===== src/rtl/alu_seq_pkg.sv =====
// Shared opcode and FSM state types for the sequential ALU core.
// No logic of its own; latency n/a.
// Backpressure n/a.
package alu_seq_pkg;

    typedef enum logic [3:0] {
        OP_ADD   = 4'd0,
        OP_SUB   = 4'd1,
        OP_AND   = 4'd2,
        OP_OR    = 4'd3,
        OP_XOR   = 4'd4,
        OP_NOT   = 4'd5,
        OP_ADC   = 4'd6,
        OP_SBB   = 4'd7,
        OP_SHL   = 4'd8,
        OP_SHR   = 4'd9,
        OP_SAR   = 4'd10,
        OP_ROL   = 4'd11,
        OP_MUL   = 4'd12,
        OP_PASS  = 4'd13,
        OP_RSV14 = 4'd14,
        OP_RSV15 = 4'd15
    } alu_op_e;

    typedef enum logic [1:0] {
        IDLE = 2'd0,
        EXEC = 2'd1,
        DONE = 2'd2
    } state_e;

    // Shift/rotate opcodes share the one-bit-per-cycle datapath.
    function automatic logic is_shift(input alu_op_e op);
        return (op == OP_SHL) || (op == OP_SHR) || (op == OP_SAR) || (op == OP_ROL);
    endfunction

endpackage


===== src/rtl/alu_iter_unit.sv =====
// Iterative shifter / shift-add multiplier, one bit per cycle, owns the step counter.
// Latency: shift amount (or WIDTH for MUL) cycles after start; done_o flags the final step.
// No backpressure: once started it runs to completion; the caller holds the result.
module alu_iter_unit
    import alu_seq_pkg::*;
#(
    parameter int WIDTH = 8
) (
    input  logic             clk,
    input  logic             rst,
    input  logic             start_i,
    input  alu_op_e          op_i,
    input  logic [WIDTH-1:0] a_i,
    input  logic [WIDTH-1:0] b_i,
    output logic             done_o,
    output logic [WIDTH-1:0] res_hi_o,
    output logic [WIDTH-1:0] res_lo_o,
    output logic             last_out_o
);

    localparam int SHW = $clog2(WIDTH);
    localparam int CW  = $clog2(WIDTH + 1);
    localparam logic [CW-1:0] CNT_MUL = CW'(WIDTH);
    localparam logic [CW-1:0] CNT_ONE = CW'(1);

    alu_op_e          op_q;
    logic [WIDTH-1:0] lo_q, lo_d;
    logic [WIDTH-1:0] hi_q, hi_d;
    logic [WIDTH-1:0] mcand_q;
    logic [CW-1:0]    cnt_q;
    logic             busy_q;
    logic             out_bit;
    logic [WIDTH:0]   mul_sum;

    // One step of the selected operation, computed from the current working registers.
    always_comb begin
        lo_d    = lo_q;
        hi_d    = hi_q;
        out_bit = 1'b0;
        mul_sum = {1'b0, hi_q} + (lo_q[0] ? {1'b0, mcand_q} : {(WIDTH+1){1'b0}});
        case (op_q)
            OP_SHL: begin
                out_bit = lo_q[WIDTH-1];
                lo_d    = {lo_q[WIDTH-2:0], 1'b0};
            end
            OP_SHR: begin
                out_bit = lo_q[0];
                lo_d    = {1'b0, lo_q[WIDTH-1:1]};
            end
            OP_SAR: begin
                out_bit = lo_q[0];
                lo_d    = {lo_q[WIDTH-1], lo_q[WIDTH-1:1]};
            end
            OP_ROL: begin
                out_bit = lo_q[WIDTH-1];
                lo_d    = {lo_q[WIDTH-2:0], lo_q[WIDTH-1]};
            end
            OP_MUL: begin
                // Multiplier sits in lo and drains out the bottom as the product fills in.
                hi_d = mul_sum[WIDTH:1];
                lo_d = {mul_sum[0], lo_q[WIDTH-1:1]};
            end
            default: ;
        endcase
    end

    // Capture operands on start, then advance one step per cycle until the count expires.
    always_ff @(posedge clk or posedge rst) begin
        if (rst) begin
            op_q    <= OP_ADD;
            lo_q    <= '0;
            hi_q    <= '0;
            mcand_q <= '0;
            cnt_q   <= '0;
            busy_q  <= 1'b0;
        end else if (start_i) begin
            op_q    <= op_i;
            lo_q    <= a_i;
            hi_q    <= '0;
            mcand_q <= b_i;
            cnt_q   <= (op_i == OP_MUL) ? CNT_MUL : CW'(b_i[SHW-1:0]);
            busy_q  <= 1'b1;
        end else if (busy_q) begin
            lo_q  <= lo_d;
            hi_q  <= hi_d;
            cnt_q <= cnt_q - CNT_ONE;
            if (cnt_q == CNT_ONE) begin
                busy_q <= 1'b0;
            end
        end
    end

    // The final step's result is presented combinationally so the caller registers it that same edge.
    assign done_o     = busy_q && (cnt_q == CNT_ONE);
    assign res_lo_o   = lo_d;
    assign res_hi_o   = hi_d;
    assign last_out_o = out_bit;

endmodule


===== src/rtl/alu_seq_core.sv =====
// Handshaked ALU: one-cycle ops plus iterative shifts/multiply, with a stored carry for ADC/SBB chains.
// Latency: 1 cycle for simple ops and zero shifts, n+1 for shift by n, WIDTH+1 for MUL.
// Result is held stable while Out_Valid & !Out_Ready; In_Ready drops during EXEC and stalled output.
module alu_seq_core
    import alu_seq_pkg::*;
#(
    parameter int WIDTH = 8
) (
    input  logic             clk,
    input  logic             rst,
    input  logic             In_Valid,
    output logic             In_Ready,
    input  logic [WIDTH-1:0] A,
    input  logic [WIDTH-1:0] B,
    input  logic [3:0]       Alu_Sel,
    output logic             Out_Valid,
    input  logic             Out_Ready,
    output logic [WIDTH-1:0] Alu_Out,
    output logic [WIDTH-1:0] Alu_Out_Hi,
    output logic             Carry,
    output logic             Zero,
    output logic             Negative,
    output logic             Overflow,
    output logic             Illegal
);

    localparam int SHW = $clog2(WIDTH);
    localparam int MSB = WIDTH - 1;

    state_e           state_q, state_d;
    alu_op_e          op_in;
    logic             accept, go_iter, iter_start;
    logic             iter_done, iter_last;
    logic [WIDTH-1:0] iter_hi, iter_lo;

    logic             out_vld_q, carry_q, zero_q, neg_q, ovf_q, ill_q, mul_q;
    logic [WIDTH-1:0] res_q, res_hi_q;

    logic [WIDTH:0]   sum;
    logic [WIDTH-1:0] r1;
    logic             c1, v1, ill1;

    assign op_in    = alu_op_e'(Alu_Sel);
    assign go_iter  = (op_in == OP_MUL) || (is_shift(op_in) && (B[SHW-1:0] != '0));
    assign In_Ready = ((state_q == IDLE) && !out_vld_q) ||
                      (out_vld_q && Out_Ready && (state_q != EXEC));
    assign accept   = In_Valid && In_Ready;

    // Single-cycle datapath; zero-distance shifts pass A through and keep the stored carry.
    always_comb begin
        sum  = '0;
        r1   = '0;
        c1   = carry_q;
        v1   = 1'b0;
        ill1 = 1'b0;
        case (op_in)
            OP_ADD, OP_ADC: begin
                sum = {1'b0, A} + {1'b0, B} +
                      ((op_in == OP_ADC) ? {{WIDTH{1'b0}}, carry_q} : {(WIDTH+1){1'b0}});
                r1  = sum[WIDTH-1:0];
                c1  = sum[WIDTH];
                v1  = (A[MSB] == B[MSB]) && (r1[MSB] != A[MSB]);
            end
            OP_SUB, OP_SBB: begin
                sum = {1'b0, A} - {1'b0, B} -
                      ((op_in == OP_SBB) ? {{WIDTH{1'b0}}, carry_q} : {(WIDTH+1){1'b0}});
                r1  = sum[WIDTH-1:0];
                c1  = sum[WIDTH];
                v1  = (A[MSB] != B[MSB]) && (r1[MSB] != A[MSB]);
            end
            OP_AND:  r1 = A & B;
            OP_OR:   r1 = A | B;
            OP_XOR:  r1 = A ^ B;
            OP_NOT:  r1 = ~A;
            OP_PASS: r1 = A;
            OP_SHL, OP_SHR, OP_SAR, OP_ROL: r1 = A;
            OP_MUL:  r1 = '0;
            default: ill1 = 1'b1;
        endcase
    end

    // FSM next-state: back-to-back accepts from DONE keep throughput at one per cycle.
    always_comb begin
        state_d    = state_q;
        iter_start = accept && go_iter;
        case (state_q)
            IDLE: if (accept) state_d = go_iter ? EXEC : DONE;
            EXEC: if (iter_done) state_d = DONE;
            DONE: if (Out_Ready) state_d = accept ? (go_iter ? EXEC : DONE) : IDLE;
            default: state_d = IDLE;
        endcase
    end

    // FSM state register.
    always_ff @(posedge clk or posedge rst) begin
        if (rst) begin
            state_q <= IDLE;
        end else begin
            state_q <= state_d;
        end
    end

    // Result/flag registers; the Carry output register doubles as the stored carry.
    always_ff @(posedge clk or posedge rst) begin
        if (rst) begin
            out_vld_q <= 1'b0;
            res_q     <= '0;
            res_hi_q  <= '0;
            carry_q   <= 1'b0;
            zero_q    <= 1'b0;
            neg_q     <= 1'b0;
            ovf_q     <= 1'b0;
            ill_q     <= 1'b0;
            mul_q     <= 1'b0;
        end else if (accept && !go_iter) begin
            out_vld_q <= 1'b1;
            res_q     <= r1;
            res_hi_q  <= '0;
            carry_q   <= c1;
            zero_q    <= (r1 == '0);
            neg_q     <= r1[MSB];
            ovf_q     <= v1;
            ill_q     <= ill1;
        end else if (accept) begin
            out_vld_q <= 1'b0;
            mul_q     <= (op_in == OP_MUL);
        end else if ((state_q == EXEC) && iter_done) begin
            out_vld_q <= 1'b1;
            res_q     <= iter_lo;
            res_hi_q  <= mul_q ? iter_hi : '0;
            carry_q   <= mul_q ? (iter_hi != '0) : iter_last;
            zero_q    <= mul_q ? ({iter_hi, iter_lo} == '0) : (iter_lo == '0);
            neg_q     <= iter_lo[MSB];
            ovf_q     <= mul_q && (iter_hi != '0);
            ill_q     <= 1'b0;
        end else if (out_vld_q && Out_Ready) begin
            out_vld_q <= 1'b0;
        end
    end

    alu_iter_unit #(
        .WIDTH(WIDTH)
    ) u_iter (
        .clk       (clk),
        .rst       (rst),
        .start_i   (iter_start),
        .op_i      (op_in),
        .a_i       (A),
        .b_i       (B),
        .done_o    (iter_done),
        .res_hi_o  (iter_hi),
        .res_lo_o  (iter_lo),
        .last_out_o(iter_last)
    );

    assign Out_Valid  = out_vld_q;
    assign Alu_Out    = res_q;
    assign Alu_Out_Hi = res_hi_q;
    assign Carry      = carry_q;
    assign Zero       = zero_q;
    assign Negative   = neg_q;
    assign Overflow   = ovf_q;
    assign Illegal    = ill_q;

endmodule


===== config.mk =====
export PLATFORM = sky130hd
export DESIGN_NAME = alu_seq_core
export DESIGN_NICKNAME = d
export VERILOG_FILES = /design/src/rtl/alu_seq_pkg.sv /design/src/rtl/alu_iter_unit.sv /design/src/rtl/alu_seq_core.sv
export SDC_FILE = /design/constraint.sdc
export NUM_CORES = 1
export LEC_CHECK = 0
export ABC_AREA = 1
export CAP_MARGIN = 20
export CORE_ASPECT_RATIO = 0.7
export CORE_MARGIN = 2
export CORE_UTILIZATION = 41
export CTS_CLUSTER_DIAMETER = 40
export CTS_CLUSTER_SIZE = 16
export DETAILED_ROUTE_END_ITERATION = 7
export PLACE_DENSITY = 0.56
export SYNTH_ARGS = -nofsm -noshare
export SYNTH_HDL_FRONTEND = slang
export SYNTH_SLANG_ARGS = --single-unit

===== constraint.sdc =====
create_clock -name clk -period 2.9 [get_ports clk]
set_clock_uncertainty 0.05 [all_clocks]
set_input_delay 0.58 -clock clk [delete_from_list [all_inputs] [get_ports clk]]
set_output_delay 0.58 -clock clk [all_outputs]
set_load 0.005 [all_outputs]

Word level (Yosys, flattened, before mapping)
Index checks and enable logic that the tools add are counted.
- $add $sub $neg: 6
- bitwise operators: 5
- multiply operators: 0
- magnitude comparators: 0
- reductions and logical operators: 39
- divide/modulo/power cells: 0
- shift-type cells: 0
- multiplexer cells: 54
- equality and inequality tests: 31
- operators by type and width (cell ; count):
    8-bit two-way mux ; 13
    8-bit case mux with 7 select lines ; 1
    4-bit equality test (second input constant) ; 11
    8-bit case mux with 5 select lines ; 1
    1-bit two-way mux ; 27
    4-bit by 3-bit equality test with 1-bit output (second input constant) ; 4
    16-bit zero test ; 1
    8-bit zero test ; 2
    14-bit OR reduction ; 1
    1-bit logical AND ; 12
    4-bit two-way mux ; 3
    2-bit two-way mux ; 5
    8-bit by 8-bit adder with 9-bit output ; 1
    8-bit by 9-bit adder with 9-bit output ; 1
    9-bit by 1-bit adder with 9-bit output ; 1
    8-bit by 8-bit subtractor with 9-bit output ; 1
    9-bit by 1-bit subtractor with 9-bit output ; 1
    8-bit bitwise AND ; 1
    4-bit by 1-bit equality test with 1-bit output (second input constant) ; 2
    4-bit by 2-bit equality test with 1-bit output (second input constant) ; 2
    8-bit NOT ; 1
    8-bit OR ; 1
    8-bit nonzero test ; 1
    2-bit OR reduction ; 4
    22 further kinds ; 37
- input port bits: 24
- register bits after elaboration: 58
- memories: 0
- latch bits: 0
- output and inout port bits: 23
- bits in writable memories: 0
- ROM bits: 0
- word-level logic and storage cells: 151

Logic depth before layout (Yosys ltp)
Gate-level depths: netlist of run 1.
- depth in word-level cells: 10
- depth in mapped cells: 20
- depth with buffers taken out: 19

By module
From an unflattened synthesis of run 1, not the netlist that was laid out.
- cell total of the unflattened synthesis: 728
- area, all modules: 4958.5 µm²
- modules (own cells, without submodules) (module ; area each (µm²) ; instances ; cells an instance):
    alu_seq_core ; 2743.9 ; 1 ; 419
    alu_iter_unit ; 2214.6 ; 1 ; 309

Least setup slack after synthesis of run 1
Ideal clock, no wire load.
- path type: input port to flip-flop
- start point: in Alu_Sel[2]
- end point: reg zero_q, in the netlist Zero
- stages: 15
- slack: 270 ps
- data arrival time: 2515 ps
- buffers on the path: 0
- required time: 2785 ps
- path through: inv_2 -> nor2_4 -> nand3_1 -> fa_1 -> fa_1 -> or2_2 -> nand3_1 -> nand3_1 -> nor2_1 -> nand3_1 -> nor2_1 -> nand3_1 -> nand2_1 -> nand2_1 -> nand2_1
- cells in the longest elaborated chain, start to end: 10
- elaborated cells on any way between the ends: 34
- ends and longest elaborated chain (element ; line ; source):
    from (decl) ; alu_seq_core.sv:15 ; input logic [3:0] Alu_Sel,
    branches (longest 10 deep; another with 9-bit by 1-bit subtractor with 9-bit output) ; - ;
    to (signal assigned) ; alu_seq_core.sv:120 ; zero_q <= (r1 == '0);
    to (signal assigned) ; alu_seq_core.sv:132 ; zero_q <= mul_q ? ({iter_hi, iter_lo} == '0) : (iter_lo == '0);
    to (decl) ; alu_seq_core.sv:36 ; logic out_vld_q, carry_q, zero_q, neg_q, ovf_q, ill_q, mul_q;
Several ways; the timed one is not identified.
A chain may end at the register's enable or synchronous reset.

Worst setup path after layout of run 1
- start point: in B[0]
- end point: reg zero_q, in the netlist Zero
- cells in the longest elaborated chain, start to end: 7
- elaborated cells on any way between the ends: 18
- ends and longest elaborated chain (element ; line ; source):
    from (decl) ; alu_seq_core.sv:14 ; input logic [WIDTH-1:0] B,
    branches (longest 7 deep; another with 8-bit by 8-bit subtractor with 9-bit output) ; - ;
Several ways; the timed one is not identified.

==> qor.yml, run 1 <==
grt_pass1_wl_um: 25400
ir_worst_vdd_mv: 0.506
worstRegToRegCells: 15
synth-compound-area-share_pct: 15.1
diodes: 0
drt_pass1_iterations: 5
async_flop_share_pct: 100
postCtsHoldBufs: 0
cts_buffer_depth: 2
cts_tree: "done"
viasPerCell: 5.14
maxSlewHeadroom_pct: 69.7
root_buffer: "clkbuf_16"
place_congestion: 0.928
fp.dieH_um: 96.1
timing.fmax_ghz: 0.362
yosysTopAreaCell: "dfrtp_1"
pre_cts_slack_ns: -0.511
timing.critical_path.max_delay_family: "simple AND/OR/NAND/NOR gates"
setup_viol: 0
track_usage_pct: 25.3
status: "finished, final reports clean"
synth_fp_nets: 791
layout.cells.most_common_list: "nand2_1, inv_1, buf_4, dfrtp_1, nand3_1"
synth_top_area_share_pct: 28.7
synthXorXnorAreaFrac_pct: 0.353
path_max_fanout: 3
path_buf_inv: 3
power_leakage_nw: 3.30
required_ns: 3.12
final_cells: 998
arrival_ns: 2.99
hold_violations: 0
synth_cells: 722
fin_crit_ns: 2.77
muxShareOfSynthArea_pct: 0
overflow: 0
finalNetCount: 905
ys.flop_type: "dfrtp_1"
io_buffers: 46
synth-simple-area-share_pct: 32.6
start_util_pct: 42.2
hpwl_um: 12300
clk_latency_ns: 0.33
grt_pass1_vias: 4925
fin_ws_ns: 0.134
cp-start-kind: "input pin"
via_count: 5130
syn_area_um2: 4970
wl_um: 15500
timing.final.max_slew_violations: 0
final_common_cell: "nand2_1"
io_pins: 47
antenna_found_initial: 0
die_w_um: 136
postLayoutCellArea_um2: 6490
powerDensity_nw_per_um2: 787
crit_path_top_delay_cell: "clkdlybuf4s50_1"
synth_seq_cells: 57
drtIter0Drc: 386
critPathCaptureType: "flop"
core_um2: 11800
fin_crit_sh_pct: 95.4
worst_slew_pin_slew_ns: 0.454
grt_max_degree: 58
synth_edf_count: 0
timing_worst_setup_path_type: "input pin to flop"
slowest_delay_ns: 0.49
clock_sinks: 57
synth_top_family_by_area: "simple AND/OR/NAND/NOR gates"
hold_path_class: "flop to flop"
synth_area_leaders: "dfrtp_1, nand2_1, ha_1"
dp.cells: 980
synth_fa_ha_area_share_pct: 12.1
dpl_cell_area_um2: 6060
die-area_um2: 13000
ys_types: 47
ant_nets: 0
clk_pin_slew_ns: 0.05
syn_avg_cell_area_um2: 6.88
h-tree-depth: 3
remaining_drc_errors: 0
holdPathStages: 2
yosys_warnings: 0
area_delta_synth_final_pct: 30.6
worst-path-stages: 16
cp_cell_sequence: "clkdlybuf4s50_1, inv_2, fa_2, fa_2, buf_4, nand3_1, nand3b_1, nand3_1, nand3_1, nor2_2, nand2_1, nor2_2, nand3_1, nand2_1, nand2_1, nand2_1"
cts_buffers: 9
yosysSeqAreaShare_pct: 28.7
rows: 33
wl_per_cell_um: 15.5
maxCapViolations: 0
drive_gt1_share_pct: 18.5
## stage by stage
| step | power (W) | utilization [%] | TNS, ns | hold WS [ns] |
|---|---|---|---|---|
| 2_1_floorplan | 0.00303 | - | 0 | 0.409 |
| 3_3_place_gp | 0.00386 | 51.5 | -3.34 | 0.417 |
| 3_5_place_dp | 0.00390 | 51.5 | -3.76 | 0.424 |
| 4_1_cts | 0.00508 | 54.5 | 0 | 0.437 |
| 5_1_grt | 0.00553 | 55.1 | -0.00849 | 0.458 |
| 6_report | 0.00511 | 55.1 | 0 | 0.431 |
## power by group
part           switching [W]  internal, W
Clock               0.000388     0.000750
Sequential          0.000263      0.00109
Combinational        0.00157      0.00104
Total                0.00222      0.00289
## registers in the layout, indices dropped and copies added (netlist names), 2 cells and up
| name | flops |
|---|---|
| u_iter.mcand_q | 8 |
| Alu_Out_Hi | 8 |
| u_iter.cnt_q | 4 |
| u_iter.op_q | 4 |
| u_iter.lo_q | 8 |
| Alu_Out | 7 |
| u_iter.hi_q | 8 |
| state_q | 2 |
## cells by family after synthesis
kind of cell,count (synthesis)
compound gates,121
xor+xnor,2
fa+ha+maj,45
buf+inv,131
flops,57
simple gates,366
## routing by layer
layer,up-vias,track usage (%),part of all wire [%]
met5,-,0,0
met4,0,4.34,0.74
met3,12,5.37,7.3
met2,165,36.9,40
met1,2374,38.7,52
li1,2579,-,-
## layout make-up
class | instances | area (µm²)
Timing Repair Buffer | 116 | 1020
Clock buffer | 9 | 225
Tap cell | 157 | 196
Multi-Input combinational cell | 534 | 3080
Inverter | 118 | 450
Sequential cell | 57 | 1430
Clock inverter | 7 | 95.1
Fill cell | 1159 | 5280
## synthesized netlist by cell type, drive strengths merged (8+ instances only)
cell,instances
o211ai,8
o21ai,60
o221ai,10
nor2,64
buf,12
o22ai,9
nand2,218
dfrtp,57
ha,40
a21oi,25
inv,118
nand3,56
nand4,13
## tightest hold or removal path, delay by kind of cell (launching register included)
| family | cells | cell delay (ns) |
|---|---|---|
| AO/OA/AOI/OAI | 1 | 0.06 |
| AND/OR/NAND/NOR | 1 | 0.05 |
| flip-flops | 1 | 0.34 |
## final timing paths
path	startpoint	endpoint	slack, ns
setup / recovery	B[0]	Zero	0.13
min in group asynchronous	rst	u_iter.cnt_q[0]	0.56
setup reg to reg	Carry	Zero	0.30
max in group asynchronous	rst	u_iter.hi_q[7]	1.95
hold / removal	Alu_Out_Hi[5]	Alu_Out_Hi[5]	0.43
hold reg to reg	Alu_Out_Hi[5]	Alu_Out_Hi[5]	0.43
## repair_timing
item | CTS | global route
cloned | 0 | 0
endpoints found under the setup margin | 6 | 5
setup buffers | 1 | 1
resized for setup | 17 | 20
pin swaps | 9 | 7
Note: power is estimated with default switching activity, not from simulation.
==> inputs of run 2 (changes only) <==
--- a/config.mk
+++ b/config.mk
@@ -6,14 +6,15 @@
 export NUM_CORES = 1
 export LEC_CHECK = 0
 export ABC_AREA = 1
-export CAP_MARGIN = 20
+export CELL_PAD_IN_SITES_DETAIL_PLACEMENT = 0
+export CELL_PAD_IN_SITES_GLOBAL_PLACEMENT = 2
 export CORE_ASPECT_RATIO = 0.7
 export CORE_MARGIN = 2
-export CORE_UTILIZATION = 41
+export CORE_UTILIZATION = 33
 export CTS_CLUSTER_DIAMETER = 40
 export CTS_CLUSTER_SIZE = 16
 export DETAILED_ROUTE_END_ITERATION = 7
-export PLACE_DENSITY = 0.56
+export PLACE_DENSITY = 0.77
 export SYNTH_ARGS = -nofsm -noshare
 export SYNTH_HDL_FRONTEND = slang
 export SYNTH_SLANG_ARGS = --single-unit
==> run 2 against run 1 <==
Against the previous run: via count decreased by 0.43%; register-to-register slack got worse by 0.10 ns; utilization decreased by 10 points; clock power decreased by 13%; worst setup slack improved by 0.0026 ns; critical path depth decreased by 2; wire length increased by 5.6%; critical path type unchanged; final cell count increased by 4.8%; fmax about the same; count of clock-buffer cells in the layout increased by 3; highest routed layer unchanged; worst hold slack improved by 0.0028 ns; first-iteration DRC count decreased by 11%.
==> qor.yml, run 2 (synthesis results as in run 1) <==
hold_path_class: "flop to flop"
cts_buffers: 9  # unchanged
drt_pass1_iterations: 5  # unchanged
hpwl_um: 13200  # +8.0%
viasPerCell: 4.88  # -5.0%
status: "finished, final reports clean"
place_congestion: 0.860  # -7.4%
wl_per_cell_um: 15.6  # +0.78%
h-tree-depth: 3  # unchanged
ant_nets: 0  # unchanged
grt_max_degree: 25  # -57%
io_buffers: 46  # unchanged
final_common_cell: "nand2_1"
diodes: 0  # unchanged
hold_violations: 0  # unchanged
start_util_pct: 33.7  # -8.5 points
timing_worst_setup_path_type: "input pin to flop"
worst_slew_pin_slew_ns: 0.463  # +0.00845 ns
dpl_cell_area_um2: 6120  # +1.1%
final_cells: 1046  # +4.8%
setup_viol: 0  # unchanged
powerDensity_nw_per_um2: 760  # -3.4%
grt_pass1_wl_um: 26300  # +3.8%
remaining_drc_errors: 0  # unchanged
core_um2: 14700  # +25%
wl_um: 16300  # +5.6%
required_ns: 3.04  # -0.08 ns
via_count: 5108  # -0.43%
clock_sinks: 57  # unchanged
layout.cells.most_common_list: "nand2_1, inv_1, buf_4, dfrtp_1, nand3_1"
rows: 37  # +12%
cts_tree: "done"
timing.fmax_ghz: 0.362  # about the same
area_delta_synth_final_pct: 32.5
cts_buffer_depth: 2  # unchanged
path_max_fanout: 5  # +2
timing.final.max_slew_violations: 0  # unchanged
finalSetupTns_ns: 0  # unchanged
maxSlewHeadroom_pct: 69.1  # -0.56 points
die_w_um: 151  # +11%
fin_crit_sh_pct: 95.3  # about the same
clk_pin_slew_ns: 0.05  # about the same
fp.dieH_um: 107  # +11%
drtIter0Drc: 344  # -11%
overflow: 0  # unchanged
clk_latency_ns: 0.32  # about the same
fillers: 1529  # +32%
arrival_ns: 2.90  # -0.09 ns
fin_crit_ns: 2.76  # -0.00259 ns
grt_pass1_vias: 4748  # -3.6%
io_pins: 47  # unchanged
finalNetCount: 916  # +1.2%
antenna_found_initial: 0  # unchanged
power_leakage_nw: 3.35  # +1.4%
power_w: 0.00500  # -2.0%
cp-start-kind: "input pin"
track_usage_pct: 21.3  # -4.0 points
root_buffer: "clkbuf_16"
maxCapViolations: 0  # unchanged
ir_worst_vdd_mv: 0.397  # -22%
postLayoutCellArea_um2: 6580  # +1.5%
die-area_um2: 16100  # +23%
drive_gt1_share_pct: 19.6  # +1.1 points
dp.cells: 1022  # +4.3%
critPathCaptureType: "flop"
[run 2: cell count changes in the layout (fill, tap and decap cells not counted), moves of 2 or more]
| cell | before | now |
|---|---|---|
| dlygate4sd2_1 | 4 | 1 |
| clkbuf_8 | 0 | 3 |
| ha_4 | 2 | 4 |
| clkinv_4 | 2 | 0 |
| buf_4 | 66 | 78 |
| clkbuf_2 | 0 | 2 |
| bufinv_16 | 2 | 0 |
| ha_1 | 38 | 36 |
[run 2: critical path: stages]
cell             delay (ns)
clkdlybuf4s50_1        0.48
inv_1                  0.06
ha_1                   0.35
ha_4                   0.31
nand2_1                0.07
inv_1                  0.11
nand4_1                0.24
nand3_1                0.14
nand2_1                0.06
nand3_1                0.09
nand3_1                0.12
buf_4                  0.16
nand2_1                0.05
o211ai_1               0.08
[run 2: area by class of cell]
class	count	area [µm²]	area share, %
clock inverters	3	15.0	0.228
well taps	195	244	3.71
clock buffers	12	267	4.05
flip-flops and latches	57	1430	21.7
multi-input cells	534	3100	47.0
repair buffers	127	1080	16.4
inverters	118	453	6.88
[run 2: final timing paths]
kind	from	to	slack, ns	cells after the start
worst min register to register	Alu_Out_Hi[6]	Alu_Out_Hi[6]	0.43	2
min in group asynchronous	rst	Alu_Out_Hi[4]	0.54	2
worst max-delay path	A[4]	Alu_Out[6]	0.14	14
worst max register to register	Carry	Zero	0.20	15
max in group asynchronous	rst	Alu_Out[2]	1.61	3
worst min-delay path	Alu_Out_Hi[6]	Alu_Out_Hi[6]	0.43	2
[run 2: power breakdown]
group	switching (W)	internal, W
sequential	0.000263	0.00109
combinational	0.00159	0.00107
clock	0.000355	0.000637
total	0.00221	0.00280
[run 2: repair_timing]
action                     4_1_cts  5_1_grt
hold buffers                     0        0
setup endpoints to repair        8        6
setup buffers                    3        6
pin swaps                        8       16
gates resized for setup         19       26
[run 2: layer usage]
layer	vias to the layer above	wire (µm)	part of all wire, %	GRT usage, %
met3	2	721	4.4	3.32
met2	119	6440	39	29.1
met5	-	0	0	0
met4	0	14	0.086	2.20
li1	2599	-	-	-
met1	2388	9170	56	35.3
[run 2: through the flow]
step                hold slack (ns)  util, %  worst slack [ns]
finish                        0.434     44.7             0.136
global route                  0.471     44.7          -0.00433
CTS                           0.438     43.9            0.0386
detailed placement            0.424     41.6            -0.627
global placement              0.419     41.6            -0.547
floorplan                     0.409        -             0.270
==> inputs of run 3 (changes only) <==
--- a/config.mk
+++ b/config.mk
@@ -18,3 +18,4 @@
 export SYNTH_ARGS = -nofsm -noshare
 export SYNTH_HDL_FRONTEND = slang
 export SYNTH_SLANG_ARGS = --single-unit
+export TNS_END_PERCENT = 30
==> results of run 3 <==
No change in the layout: final DEF, timing and power equal those of run 2.
